===== config.mk =====
export PLATFORM = sky130hd
export DESIGN_NAME = shadow_regfile
export DESIGN_NICKNAME = d
export VERILOG_FILES = /design/src/rtl/tb_mon_pkg.sv /design/src/rtl/shadow_regfile.sv
export SDC_FILE = /design/constraint.sdc
export NUM_CORES = 1
export LEC_CHECK = 0
export BUFFER_PORTS_ARGS = -buffer_cell sky130_fd_sc_hd__buf_2
export CAP_MARGIN = 10
export CORE_ASPECT_RATIO = 1.25
export CORE_MARGIN = 3
export CORE_UTILIZATION = 63
export CTS_CLUSTER_DIAMETER = 120
export DETAILED_ROUTE_END_ITERATION = 16
export PLACE_DENSITY = 0.88
export SYNTH_ARGS = -nofsm -noshare
export SYNTH_HDL_FRONTEND = slang
export SYNTH_SLANG_ARGS = --single-unit

===== constraint.sdc =====
create_clock -name clk -period 2.45 [get_ports clk]
set_input_delay 0.245 -clock clk [delete_from_list [all_inputs] [get_ports clk]]
set_output_delay 0.245 -clock clk [all_outputs]
set_load 0.02 [all_outputs]

===== src/rtl/tb_mon_pkg.sv =====
// Shared definitions for the end-of-test monitor: datapath widths,
// FSM state encoding and the halt repeat-counter update rule.
package tb_mon_pkg;

    localparam int unsigned XLEN      = 32;
    localparam int unsigned REG_IDX_W = 5;
    localparam int unsigned NUM_REGS  = 1 << REG_IDX_W;

    typedef enum logic [1:0] {
        ST_RUN   = 2'd0,
        ST_DRAIN = 2'd1,
        ST_PASS  = 2'd2,
        ST_FAIL  = 2'd3
    } mon_state_t;

    // Next value of the same-PC repeat counter for a retiring instruction.
    // A zero counter means nothing has retired since reset, so the first
    // retirement always starts a fresh run of 1 regardless of the PC.
    function automatic logic [31:0] next_repeat(
        input logic [31:0] cur,
        input logic        same_pc,
        input logic [31:0] limit
    );
        if (cur == '0 || !same_pc) begin
            return 32'd1;
        end else if (cur >= limit) begin
            return limit;
        end else begin
            return cur + 32'd1;
        end
    endfunction

endpackage


===== src/rtl/shadow_regfile.sv =====
// Shadow copy of the CPU architectural registers x1..x31.
// One synchronous write port, one combinational read port; x0 reads 0.
module shadow_regfile
    import tb_mon_pkg::*;
(
    input  logic                 clk,
    input  logic                 reset,
    input  logic                 wr_en,
    input  logic [REG_IDX_W-1:0] wr_idx,
    input  logic [XLEN-1:0]      wr_data,
    input  logic [REG_IDX_W-1:0] rd_idx,
    output logic [XLEN-1:0]      rd_data
);

    logic [XLEN-1:0] regs [1:NUM_REGS-1];

    // Capture CPU register writes; writes to x0 are discarded.
    always_ff @(posedge clk) begin
        if (reset) begin
            for (int unsigned i = 1; i < NUM_REGS; i++) begin
                regs[i] <= '0;
            end
        end else if (wr_en && wr_idx != '0) begin
            regs[wr_idx] <= wr_data;
        end
    end

    // Combinational read; a write in the same cycle is not yet visible.
    always_comb begin
        rd_data = '0;
        if (rd_idx != '0) begin
            rd_data = regs[rd_idx];
        end
    end

endmodule


Yosys cells after proc, flatten, opt, wreduce, memory -nomap -nowiden
Memories as Yosys holds them, arrays and structs flattened.
Index checks and enable logic that the tools add are counted.
Widths: inputs -> output; s select.
{"block": "word_totals", "ff_bits": 0, "mem_bits_rw": 992, "inputBits": 45, "memories": 1}
{"block": "classes", "n_mux": 9, "n_reduce_logical": 4}
{"name": "regs", "depth": 31, "word_bits": 32, "read_ports": 1, "rd_ports_with_merged_regs": 0, "wr": 31, "line_no": "shadow_regfile.sv:15", "text": "logic [XLEN-1:0] regs [1:NUM_REGS-1];"}
{"cell": "$mux 32", "n": 2}
{"cell": "$reduce_or 32->1", "n": 1}
{"cell": "$reduce_bool 5->1", "n": 2}
{"cell": "$mux 1", "n": 6}
{"cell": "$mux 5", "n": 1}
{"cell": "$logic_and 1x1->1", "n": 1}

Logic depth before layout (Yosys ltp)
Gate-level depths: netlist of run 1.
{"block": "depth", "word_depth": 7, "mapped_depth": 7}

Worst setup path after synthesis of run 1
OpenSTA, ideal clock, no wires.
{"block": "synth_path", "kind": "input to output", "from": "in rd_idx[2]", "to": "out rd_data[23]", "arrival_time_ns": 1.802, "required_ns": 2.205, "slack_ns": 0.403, "cell_stages": 7, "n_path_buf": 3, "path_cell_list": "buf_4 buf_6 buf_4 mux2i_1 a221oi_1 o21ai_1 a311oi_1"}
{"block": "synth_between", "elab_chain_len": 2, "elab_cells_between_ends": 3, "cone_classes": "mux: 1; reduce/logical: 1; memory: 1"}
{"item": "start, declared", "line_no": "shadow_regfile.sv:11", "text": "input logic [REG_IDX_W-1:0] rd_idx,"}
{"item": "$mem_v2 31x32 / $reduce_bool 5->1 (equally long branches)"}
{"item": "$mux 32 *", "line_no": "shadow_regfile.sv:31", "text": "if (rd_idx != '0) begin"}
{"item": "end, declared", "line_no": "shadow_regfile.sv:12", "text": "output logic [XLEN-1:0] rd_data"}
Mark *: on every way between the ends. The rest lies on a longest branch, timed or not.

Worst setup path in the final report of run 1
{"block": "layout_path", "from": "mem regs[12][30]", "to": "out rd_data[30]"}
{"block": "layout_between", "elab_chain_len": 2}
{"item": "start, declared", "line_no": "shadow_regfile.sv:15"}
{"item": "$mem_v2 31x32"}
{"item": "$mux 32", "line_no": "shadow_regfile.sv:31"}
No other way between the ends.

==> results of run 1 <==
==> critical path, stage by stage, from the launching register on <==
cell and delay, ps:
edfxtp_1 420, mux4_2 540, mux2_4 320, o21ai_4 160, a311oi_1 100, buf_2 220
==> metrics by stage <==
step / power [mW] / util (%) / setup slack, ps / hold WS (ps)
3_3_place_gp: 23.83 / 67.56 / -244.4 / 732.8
2_1_floorplan: 22.60 / - / 403.4 / 343.9
4_1_cts: 37.77 / 72.18 / -175.2 / 82.65
5_1_grt: 38.91 / 72.81 / -253.9 / 105.4
6_report: 38.17 / 72.82 / -236.0 / 99.93
3_5_place_dp: 24.02 / 67.56 / -252.1 / 756.6
==> Yosys cell counts, types with 2 or more instances <==
cell,count
o21ai_0,5
buf_2,36
a22oi_1,32
buf_4,23
mux4_2,198
nor2_2,2
a221oi_1,23
nor2_1,34
nor2b_1,33
o21ai_1,50
a311oi_1,32
mux2_2,32
nand2_1,21
buf_8,2
buf_6,15
and2_1,993
a211oi_1,32
nand2b_1,2
mux2i_1,64
or2_2,31
clkbuf_1,218
edfxtp_1,1024
mux4_1,26
nand3b_1,3
o2111ai_1,9
==> cell type report <==
cell class                      count  area share (%)
Sequential cell                  1024           58.22
Multi-Input combinational cell   1664           29.29
Timing Repair Buffer              261           4.873
Clock buffer                      112           4.541
Tap cell                          952           2.255
Clock inverter                     51          0.7794
Antenna cell                        6         0.02843
Inverter                            1        0.007107
==> per-layer routing <==
| layer | track usage [%] | routed length [um] |
|---|---|---|
| met4 | 20.44 | 8862 |
| met2 | 56.32 | 66020 |
| met1 | 40.94 | 41230 |
| met3 | 8.133 | 18080 |
| met5 | 0 | 0 |
==> final timing paths <==
path     endpoint
max   rd_data[30]
min   regs[0][15]
==> power by group through the flow <==
stage                     logic [mW]  registers (mW)  clock network (mW)
final                           3.69            20.6                13.9
after global placement          3.08            20.7                   0
after detailed placement        3.16            20.9                   0
after floorplan                 1.89            20.7                   0
after CTS                       3.41            20.5                13.8
after global routing            3.78            20.6                14.5
==> cells by family (layout without fill, tap and decap cells) <==
kind of cell           count (synthesis)  in the layout  share of synthesized area [%]
AND/OR/NAND/NOR                     1128           1129                          14.93
flip-flops                          1024           1024                          66.08
multiplexers                         320            320                          13.20
buffers and inverters                295            425                          2.952
AO/OA/AOI/OAI                        183            183                          2.829
other                                  1             38                       0.008059
==> repair_timing <==
item,in CTS,in global routing
cloned,1,0
resized for setup,153,88
setup buffers,0,5
pin swaps,28,28
setup endpoints to repair,32,32
==> results.md, run 1 <==
Final layout:
- The number of flip-flops in the largest register is 1,024.
- The filler cell count in the final layout is about 3,700.
- At the end of the flow, the number of nets in the layout was slightly above 3,000.
- The count of placed standard cells in the final layout, fillers left out is about 4,100.
- The post-route standard cell area excluding fillers is between 50,000 and 60,000 sq um.
- The library cells used most frequently in the layout, excluding fill and tap cells, are edfxtp_1 (1,024), and2_1 (993), mux4_2 (220), buf_4 (143), clkbuf_16 (93).
- The area occupied by registers is 30,750 sq um.
- In the final layout, the registers with the most flip-flops are regs: 1024 flops.
- Counting flops per register, the top entry is regs.
- The area of the multi-input gates is around 15,000 sq um.
- Leaving out fill and tap cells, the most frequent cell in the layout is edfxtp_1.
- In the final layout, the share of cells above drive strength 1 is 26.18%.
- The signed area change from the synthesized netlist to the final layout is 13.50%.

Synthesis:
- The synthesized netlist contains 36 unique library cells.
- The gate count of the mapped netlist is 2,951.
- The sequential cell area fraction in the yosys report is roughly 66%.
- The combined area of all synthesized cells is 46,530 sq um.
- The area share of the largest cell type after synthesis is between 60% and 70%.
- The leading register cell type out of synthesis is edfxtp_1.
- By area the synthesized netlist is led by edfxtp_1 (66%), and2_1 (13%), mux4_2 (9.6%).
- A synthesized cell averages between 15 and 20 sq um.
- Of all flip-flops after synthesis, the portion carrying an async set or reset was 0%.
- Yosys mapped a number of flops with a built-in enable equal to around 1,000.
- After synthesis the netlist holds a flip-flop and latch count of about 1,000.
- The count of warnings emitted by yosys is 0.
- The biggest area contributor in the post-synthesis netlist is edfxtp_1.

Critical path:
- The type of element capturing the critical path is an output pin.
- The first element of the critical path is regs[12][30].
- The worst setup path is launched from a flop.
- The critical setup path kind is reg -> out.
- The top fanout value on the critical path is 1.
- The required arrival time at the worst endpoint is ~2200 ps.
- The critical path arrival is around 2400 ps.

Timing:
- The worst-margin pin slew is roughly 1200 ps.
- The final number of setup-violating endpoints is 32.
- The number of max-slew violations in the final report is 0.
- The worst path uses 109.6% of the clock period.
- Setup repair after global routing could not meet its margin everywhere.
- Derived from the worst setup path, the maximum achievable clock frequency is around 370 MHz.
- After layout, the minimum clock period comes to 2686 ps.
- Setup slack on the critical path of the routed design comes to -236.0 ps.
- The remaining max-slew budget at the tightest pin is a little under a fifth.
- For the final routed database, the setup TNS stands at -4076 ps.
- The final hold violation count is 0.

Clock network:
- The deepest clock path buffer count is 3.
- The number of clock sinks is 1,024.
- The clock transition at the registers of the reported paths is approximately 70 ps.
- The root buffer cell chosen for the clock tree is clkbuf_16.
- The total clock buffers created by CTS is 90.
- The hold-fix buffer count after cts is 0.
- The CTS tree is built.
- CTS built an H-tree with a depth of 3.

Pwr:
- The share of power burned in registers is about 54%.
- The cell internal power dissipation is 29.36 mW.
- Dividing total power by cell area gives a power density of 722.7 nW/um^2.
- The cell leakage power is between 15 and 20 nW.
- Across the VDD grid, the largest voltage drop is between 400 and 500 uV.
- Combinational logic burns 9.7% of the power.
- The power dissipated by switching net loads is between 8 and 9 mW.
- The fraction of power spent switching nets is a little under a quarter.
- The clock network fraction of design power is 36.4%.

Placement:
- After detailed placement, the total cell area comes to slightly below 50,000 sq um.
- The weighted congestion at the end of routability-driven global placement is roughly 0.95.
- In this run, placement finished with an instance count of 3,901.
- The number of input and output port buffers inserted is 76.
- The wire-length estimate of the detail-placed layout is approximately 75 mm.

Run status:
- The final reports fail on setup timing.
- The flow ran to the end, but the final reports show violations.

Floorplan:
- After floorplanning, the core was divided into between 100 and 150 placement rows.
- The die extent in x is 249.1 um.
- The die outline height is around 310 um.
- The number of primary I/O pins is slightly below 80.
- The floorplan step defined a die boundary enclosing around 77,000 sq um.
- The initial standard-cell utilization of the core is between 60 and 70%.
- The core outline area is ~73,000 sq um.

Detailed routing:
- Using the TritonRoute via totals, the vias-per-cell ratio works out to a little over 7.
- The first TritonRoute pass finished after 8 iterations.
- In the routed design, unresolved DRC markers number 0.
- The wire length reported by the detailed router is 134.2 mm.
- In this run the remaining antenna-violating nets after routing total 0.
- The average wire per standard cell is 32.96 um.
- The number of DRC violations after detailed-routing iteration 0 is approximately 5,700.
- The total vias in the final route is ~29,000.

Global route:
- The number of global-route vias before repair was 29,130.
- For this run, the total global-route usage over all layers was measured as about a third.
- The initial antenna violation count is 5.
- Entering global routing, the biggest net connects between 40 and 50 pins.
- The first global-routing pass estimated around 190 mm of wire.
- After global routing the overflow that remains totals 0.

Min path:
- The path class of the tightest hold or removal check is in -> reg.
- The launch point of the worst hold path is wr_data[15].
- The depth of the worst hold-timing path is 1.

Job:
- Max-cap violations in this run came to 0.
Power figures use the tool's default switching activity.
==> inputs of run 2 (changes only) <==
Settings changed: BUFFER_PORTS_ARGS -buffer_cell sky130_fd_sc_hd__buf_2 to unset, CAP_MARGIN 10 to 20, CORE_UTILIZATION 63 to 64, DONT_BUFFER_PORTS set to 1.
==> results.md, run 2 (synthesis gave the netlist of run 1 again) <==
Min path:
- The class of the worst hold path is in -> reg.
- The startpoint identified for the worst hold timing path is reset.

Final layout:
- Compared with the post-synthesis result, the final layout area differs by 12.73%.
- In the final layout, the registers with the most flip-flops are regs: 1024 flops.
- The number of flip-flops in the largest register is 1,024 (unchanged).
- The final net count is 3,031 (-1.8%).
- The library cells used most frequently in the layout, excluding fill and tap cells, are edfxtp_1 (1,024), and2_1 (993), mux4_2 (211), buf_4 (112), clkbuf_16 (96).
- The leading cell type in the layout, fill and taps excluded is edfxtp_1.
- The register with the highest flop count is regs.
- The fraction of layout instances using a drive strength above 1 was 23.16% (-3.0 points).
- The post-route standard cell area excluding fillers is 52,460 sq um (-0.68%).

Critical path:
- Walking the worst path, the cells encountered are mux4_1 -> mux2_2 -> o21ai_1 -> a311oi_1 -> buf_4.
- The delay of the slowest critical-path stage is 560 ps (+20 ps).
- The type of element capturing the critical path is an output pin.
- The required arrival time at the worst endpoint is 2200 ps (about the same).
- The first element of the critical path is regs[11][21].
- The top fanout value on the critical path is 1 (unchanged).
- The buffer and inverter count on the worst path is 1 (unchanged).
- STA classifies the critical path startpoint as a flop.
- Among all stages on the critical path, the largest delay is contributed by mux4_1.
- The cell type group with the largest total delay on the critical path is multiplexers.
- The critical path arrival is 2670 ps (+230 ps).
- The critical path in this run is classified as reg -> out.

Timing:
- The remaining max-slew budget at the tightest pin is 19.30% (+0.81 points).
- The final number of setup-violating endpoints is 32 (unchanged).
- The peak clock frequency supported by timing was 343.6 MHz (-7.7%).
- The share of the cycle needed by the critical path after routing is 118.8% (+9.1 points).
- The final hold violation count is 0 (unchanged).
- The final worst-path setup slack is -460.1 ps (-224.1 ps).
- The worst-margin pin slew is 1207 ps (-16.08 ps).
- Setup repair after global routing could not meet its margin everywhere.
- The number of max-slew violations in the final report is 0 (unchanged).
- The post-route minimum period is 2910 ps (+224.1 ps).

Run status:
- The checks that failed: setup timing.
- The run finished, with violations left.

Clock network:
- The number of buffers inserted to repair setup after CTS is 0 (unchanged).
- The cell at the root of the clock tree is clkbuf_16.
- The clock transition at the registers of the reported paths is 70 ps (about the same).
- The total clock buffers created by CTS was 89 (-1.1%).
- The deepest clock path buffer count came to 3 (unchanged).
- The number of clock sinks is 1,024 (unchanged).
- The CTS tree is built.
- The depth of the CTS H-tree is 3 (unchanged).

Global route:
- The number of global-route vias before repair came to 28,830 (-1.0%).
- The sum of overflow across all layers after global routing is 0 (unchanged).
- The pin count of the biggest net entering global routing is 290 (+570%).
- The global-route wire length before repair is 190.8 mm (-0.31%).
- The total global routing track utilization is 34.95% (+1.0 points).
- The initial antenna violation count is 10 (+5).

Placement:
- The worst slack at placement was 54.71 ps (+306.8 ps).
- The weighted congestion at the end of routability-driven global placement is 0.8843 (-7.2%).
- The number of input and output port buffers inserted was 0 (-100%).
- The post-DP HPWL is 71.48 mm (-5.0%).
- The placed instance area is 47,990 sq um (-2.1%).

Pwr:
- The cell internal power dissipation is 29.43 mW (+0.23%).
- The part of the power in combinational logic was 8.7% (-1.0 points).
- The clock network fraction of design power was 37.4% (+1.0 points).
- The areal power density over the cells is 728.8 nW/um^2 (+0.85%).
- The fraction of power spent switching nets is 23.03% (-0.059 points).
- The power dissipated by switching net loads is 8.803 mW (about the same).
- The share of power burned in registers is 53.8% (about the same).
- The cell leakage power came to 18.28 nW (-1.2%).
- The maximum ir drop on the vdd rail was 539.2 uV (+10%).
- The total power consumption of the routed design is 38.23 mW (+0.16%).

Detailed routing:
- The wire length reported by the detailed router came to 140.5 mm (+4.7%).
- The number of DRC violations after detailed-routing iteration 0 is 5,684 (+0.32%).
- The number of nets with antenna violations after routing is 0 (unchanged).
- The average wire per standard cell is 35.06 um (+6.4%).
- The post-detailed-route via-to-cell ratio came to 7.314 (+2.9%).
- The first-pass iteration count of the detailed router came to 6 (-2).
- The total vias in the final route was 29,310 (+1.3%).
- The DRC violation count after routing is 0 (unchanged).

Floorplan:
- The number of primary I/O pins is 77 (unchanged).
- The placement row count is 109 (-0.91%).
- The die outline height is 307.5 um (-0.77%).
- The die area came to 76,000 sq um (-1.5%).
- The core outline area is 71,330 sq um (-1.7%).
- The die extent in x was 247.2 um (-0.76%).
- The initial standard-cell utilization of the core is 65.24% (+1.1 points).

Job:
- The total of max-cap violations is 0 (unchanged).
## run 2: changes by cell type in the layout (fill, tap and decap cells not counted), moves of 11 or more
cell / change
buf_4: -31
dlygate4sd3_1: +33
buf_8: +11
o21ai_1: +13
buf_2: -50
buf_12: -24
## run 2: metal layers
layer	up-vias	routed length, um	GRT usage (%)
met1	14320	42220	43.23
met3	761	20680	9.658
li1	10940	-	-
met4	6	10380	19.57
met5	-	39	0
met2	3278	67190	56.27
## run 2: worst paths after layout
| path | endpoint | slack [ps] | cells after the start |
|---|---|---|---|
| worst max-delay path | rd_data[21] | -460 | 5 |
| worst min-delay path | regs[30][17] | 60 | 2 |
## run 2: metrics by stage
step	utilization, %	instances	setup TNS, ps	hold WS [ps]
4_1_cts	72.39	3977	-3962	21.18
3_5_place_dp	67.28	3783	0	346.0
6_report	73.54	4007	-6625	59.79
2_1_floorplan	-	2982	0	343.9
5_1_grt	73.53	4004	-6359	51.31
3_3_place_gp	67.28	3783	0	345.9
## run 2: layout make-up
| type | instances | area [sq um] |
|---|---|---|
| sequential | 1024 | 30750 |
| fill | 3558 | 18870 |
| tap | 943 | 1180 |
| clock inverter | 50 | 449.2 |
| multi-input combinational | 1663 | 15320 |
| antenna | 7 | 17.52 |
| inverter | 1 | 3.754 |
| timing repair buffer | 207 | 2340 |
| clock buffer | 112 | 2399 |
## run 2: power groups by stage
stage                     sequential [mW]  clock [mW]  combinational (mW)
after global placement               20.7           0                2.45
after detailed placement             20.8           0                2.50
after floorplan                      20.7           0                1.89
final                                20.6        14.3                3.34
after global routing                 20.6        14.9                3.37
after CTS                            20.5        14.1                2.95
## run 2: what timing repair did
action,4_1_cts,5_1_grt
endpoints found under the setup margin,32,32
hold buffers,37,0
endpoints found under the hold margin,1031,0
gates resized for setup,105,66
pin swaps,28,28
